### src/rtl/msm_pkg.sv
// Shared definitions for the MSM field-arithmetic path: FSM state type and default width.
package msm_pkg;

    typedef enum logic [0:0] {
        IDLE = 1'b0,
        RUN  = 1'b1
    } msm_state_e;

    localparam int MSM_DEFAULT_WIDTH = 128;

endpackage

### src/rtl/mod_reducer_step.sv
// One restoring-reduction step: shift a product bit into the accumulator and
// conditionally subtract the modulus. Purely combinational.
module mod_reducer_step #(
    parameter int width = 128
) (
    input  logic [width-1:0] acc,
    input  logic             bit_in,
    input  logic [width-1:0] p,
    output logic [width-1:0] acc_next
);

    logic [width:0] t_s;
    logic [width:0] p_ext_s;

    // Since acc < p, t < 2p: one conditional subtract restores acc < p and the
    // result always fits back into width bits.
    always_comb begin
        t_s     = {acc, bit_in};
        p_ext_s = {1'b0, p};
        if (t_s >= p_ext_s) begin
            acc_next = width'(t_s - p_ext_s);
        end else begin
            acc_next = t_s[width-1:0];
        end
    end

endmodule

### src/rtl/mod_reducer.sv
// Bit-serial restoring modular reducer: r = ab mod p, one product bit per cycle, MSB first.
// Optional build macro MOD_REDUCER_ZERO_SKIP_EN: finish in one cycle when ab already lies below p.
module mod_reducer
    import msm_pkg::*;
#(
    parameter int width = MSM_DEFAULT_WIDTH
) (
    input  logic               clk,
    input  logic               reset,
    input  logic [2*width-1:0] ab,
    input  logic [width-1:0]   p,
    input  logic               enable,
    output logic [width-1:0]   r,
    output logic               done
);

    localparam int CW = $clog2(2*width) + 1;
    localparam logic [CW-1:0] LAST_STEP = CW'(2*width - 1);

    msm_state_e         state_r;
    msm_state_e         state_nxt_s;
    logic [2*width-1:0] shreg_r;
    logic [width-1:0]   p_r;
    logic [width-1:0]   acc_r;
    logic [CW-1:0]      cnt_r;
    logic [width-1:0]   acc_next_s;
    logic               last_s;
    logic               skip_s;
    logic               zs_s;
    logic [width-1:0]   skip_val_s;

    mod_reducer_step #(
        .width (width)
    ) u_step (
        .acc      (acc_r),
        .bit_in   (shreg_r[2*width-1]),
        .p        (p_r),
        .acc_next (acc_next_s)
    );

    // Decide at accept time whether the serial pass can be bypassed.
    always_comb begin
`ifdef MOD_REDUCER_ZERO_SKIP_EN
        zs_s = (p != {width{1'b0}}) && (ab[2*width-1:width] == {width{1'b0}})
               && (ab[width-1:0] < p);
`else
        zs_s = 1'b0;
`endif
        skip_s = (p == {width{1'b0}}) || zs_s;
        if (zs_s) begin
            skip_val_s = ab[width-1:0];
        end else begin
            skip_val_s = {width{1'b0}};
        end
        last_s = (cnt_r == LAST_STEP);
    end

    // Next-state logic for the IDLE/RUN controller.
    always_comb begin
        state_nxt_s = state_r;
        case (state_r)
            IDLE: begin
                if (enable && !skip_s) begin
                    state_nxt_s = RUN;
                end else begin
                    state_nxt_s = IDLE;
                end
            end
            RUN: begin
                if (last_s) begin
                    state_nxt_s = IDLE;
                end else begin
                    state_nxt_s = RUN;
                end
            end
            default: state_nxt_s = IDLE;
        endcase
    end

    // FSM state register.
    always_ff @(posedge clk) begin
        if (reset) begin
            state_r <= IDLE;
        end else begin
            state_r <= state_nxt_s;
        end
    end

    // Datapath: operand capture, serial reduction and registered result/done.
    always_ff @(posedge clk) begin
        if (reset) begin
            shreg_r <= {(2*width){1'b0}};
            p_r     <= {width{1'b0}};
            acc_r   <= {width{1'b0}};
            cnt_r   <= {CW{1'b0}};
            r       <= {width{1'b0}};
            done    <= 1'b0;
        end else begin
            case (state_r)
                IDLE: begin
                    done <= 1'b0;
                    if (enable) begin
                        shreg_r <= ab;
                        p_r     <= p;
                        acc_r   <= {width{1'b0}};
                        cnt_r   <= {CW{1'b0}};
                        if (skip_s) begin
                            r    <= skip_val_s;
                            done <= 1'b1;
                        end
                    end
                end
                RUN: begin
                    acc_r   <= acc_next_s;
                    shreg_r <= {shreg_r[2*width-2:0], 1'b0};
                    cnt_r   <= cnt_r + {{(CW-1){1'b0}}, 1'b1};
                    done    <= last_s;
                    if (last_s) begin
                        r <= acc_next_s;
                    end
                end
                default: begin
                    done <= 1'b0;
                end
            endcase
        end
    end

endmodule

### config.mk
export PLATFORM = sky130hd
export DESIGN_NAME = mod_reducer
export DESIGN_NICKNAME = d
export VERILOG_FILES = /design/src/rtl/msm_pkg.sv /design/src/rtl/mod_reducer_step.sv /design/src/rtl/mod_reducer.sv
export SDC_FILE = /design/constraint.sdc
export NUM_CORES = 2
export LEC_CHECK = 0
export BUFFER_PORTS_ARGS = -buffer_cell sky130_fd_sc_hd__buf_4
export CAP_MARGIN = 20
export CORE_UTILIZATION = 36
export DETAILED_ROUTE_END_ITERATION = 16
export GPL_ROUTABILITY_DRIVEN = 0
export SLEW_MARGIN = 30
export SYNTH_ARGS = -nofsm -noshare
export SYNTH_HDL_FRONTEND = slang
export SYNTH_HIERARCHICAL = 1
export SYNTH_SLANG_ARGS = --single-unit
### constraint.sdc
create_clock -name clk -period 6.43 [get_ports clk]
set_input_delay 0.9645 -clock clk [delete_from_list [all_inputs] [get_ports clk]]
set_output_delay 0.9645 -clock clk [all_outputs]
set_load 0.005 [all_outputs]
==> metrics.cfg <==
[run_status]
status = finished, final reports clean

[detailed_routing]
dr_total_vias = 34600
wire_per_inst_um = 18.4
drtPass1Iterations = 5
drtIter0Drc = 2559
ant_nets = 0
viasPerCell = 5.29
wl_mm = 121
drc = 0

[clock_tree]
clock_path_buffers = 3
cts.sinks = 651
clock_latency_ps = 670
postCtsHoldBufs = 0
root_buffer = clkbuf_16
cts_buffers = 78
post_cts_buffers = 0
htree_num_levels = 3
postCtsResizedCells = 0
path_clk_slew_ps = 60
cts_tree = yes

[global_route]
antenna_found_initial = 9
grt_pass1_vias = 32500
grt_overflow = 0
grtUsageTotal = 0.228
grt_max_degree = 233
grt_pass1_wl_mm = 186

[flow_run]
cap_violations = 0

[sta]
worst_pin_slew_ps = 963
setup_ws_ps = 1390
hold_ws_ps = 453
hold_viol = 0
finalSetupViolCount = 0
fin_crit_sh = 0.784
fmax_mhz = 198
maxSlewHeadroom = 0.358
skew_ps = 22.3
rsz0062_at_grt = no
slew_viol_final = 0
period_minus_slack_ps = 5040
finalSetupTns_ps = 0

[critical_path]
arrival_ps = 5550
crit_family = simple AND/OR/NAND/NOR gates
cp-start-kind = register
crit_start = p_r[109]
path_cells = inv_1 > ha_1 > nand2_1 > nor2_1 > nand3_1 > nor3_1 > nand4_1 > nor4b_1 > nor4_1 > nand2_1 > a31o_4 > buf_4 > mux2_2 > a21oi_1 > nor2_1
critPathKind = reg -> reg
required_ps = 6940
crit_slowest_cell = nor4b_1
worstPathMaxFanout = 41
r2r-start = p_r[109]
cpPeakStageDelay_ps = 850
path_buf_inv = 2
endpoint_kind = register

[yosys]
yosysUniqueCellTypes = 86
synth_top_area_cell = dfxtp_1
yosysMostFrequentCell = a21oi_1
ys_top_cells_by_count = a21oi_1, nor2_1, dfxtp_1
ys_ff_latch = 651
synth-main-ff-cell = dfxtp_1
synth_nets = 5416
ys_warn_count = 6
synth.area.top_cells = dfxtp_1, a21oi_1, nor2_1
synth_edf_count = 0
async_flop_share = 0
synth_area_per_cell_um2 = 7.42
syn_area_um2 = 36300
netlist_instances = 4898
yosysSeqAreaShare = 0.359
synth_top_area_frac = 0.359

[die]
ioPinCount = 516
initial_core_util = 0.363
die_h_um = 320
dieArea_um2 = 102000
fp.coreArea_um2 = 100000
num_rows = 116
die_width_um = 320

[worst_hold_path]
hp-class = reg -> reg
min_from = p_r[5]

[placed_design]
hpwl_mm = 88.6
io_buffers = 515
post-place-ws_ps = 1330

[finish]
fin_nets = 5689
fillerInstances = 10300
drive_above_1_share = 0.141
area_growth_pct = 19.7

[power]
vdd_drop_max_mv = 0.203
power_density_nw_per_um2 = 300
leakage_nw = 18.8

## tightest hold or removal path, stage by stage, from the launching register on
cell and delay, ps:
dfxtp_1 300, nand2_1 50, a21oi_1 50
## power by group
group	total (W)	switching, W	internal, W
combinational	0.00386	0.00246	0.00140
sequential	0.00437	0.000132	0.00424
clock	0.00479	0.00192	0.00287
## cell families after synthesis
group	after synthesis	share of synthesized area
flip-flops	651	0.359
multiplexers	270	0.0748
AND/OR/NAND/NOR	1918	0.233
XOR/XNOR	126	0.0304
AO/OA/AOI/OAI	1271	0.195
adder cells (fa/ha/maj)	131	0.0453
buffers and inverters	531	0.0622
## placed cells by master, fill, tap and decap left out, types with 19 or more instances in the layout
master,synthesis,final
a21o_1,53,53
a21oi_1,923,923
buf_4,13,535
clkbuf_16,0,79
clkinv_2,0,19
dfxtp_1,651,650
ha_1,130,129
inv_1,178,178
mux2i_1,257,257
nand2_1,558,557
nand3_1,152,152
nand4_1,63,63
nor2_1,843,843
nor3_1,34,34
nor3b_1,133,133
nor4_1,50,50
o21ai_0,119,119
o21bai_1,38,38
xnor2_1,81,81
xor2_1,45,45
## flip-flops by register name, summed over array words and instances, names as in the netlist
name,flops
r,128
state_r,1
done,1
shreg_r,256
acc_r,128
p_r,128
cnt_r,9
## metrics by stage
| step | util | std cells | power, W | area [µm²] |
|---|---|---|---|---|
| detailed placement | 0.406 | 6388 | 0.00825 | 40600 |
| finish | 0.435 | 6538 | 0.0130 | 43500 |
| floorplan | - | 4898 | 0.00719 | 36300 |
| CTS | 0.434 | 6533 | 0.0131 | 43400 |
| global placement | 0.406 | 6388 | 0.00825 | 40600 |
| global route | 0.435 | 6535 | 0.0137 | 43500 |
## layer usage
| metal | up-vias | share of wire | GRT usage |
|---|---|---|---|
| met5 | - | 0.00049 | 0 |
| met4 | 10 | 0.034 | 0.0776 |
| met3 | 214 | 0.070 | 0.0590 |
| met2 | 961 | 0.46 | 0.370 |
| met1 | 16000 | 0.44 | 0.291 |
| li1 | 17400 | - | - |
## final timing paths
check / endpoint / slack [ps] / cells after the start
setup reg to reg: acc_r[16] / 1390 / 15
hold reg to reg: p_r[5] / 450 / 2
hold / removal: p_r[5] / 450 / 2
setup / recovery: acc_r[16] / 1390 / 15
## final cells by class
type / instances / area, µm² / area share
inverters: 178 / 668 / 0.0154
clock buffers: 104 / 2220 / 0.0511
well taps: 1298 / 1620 / 0.0374
repair buffers: 546 / 4230 / 0.0972
flip-flops and latches: 651 / 13000 / 0.300
clock inverters: 41 / 586 / 0.0135
multi-input cells: 3716 / 21100 / 0.485
diodes: 4 / 10.0 / 0.000230
No activity file was read; power rests on OpenSTA's default activity.
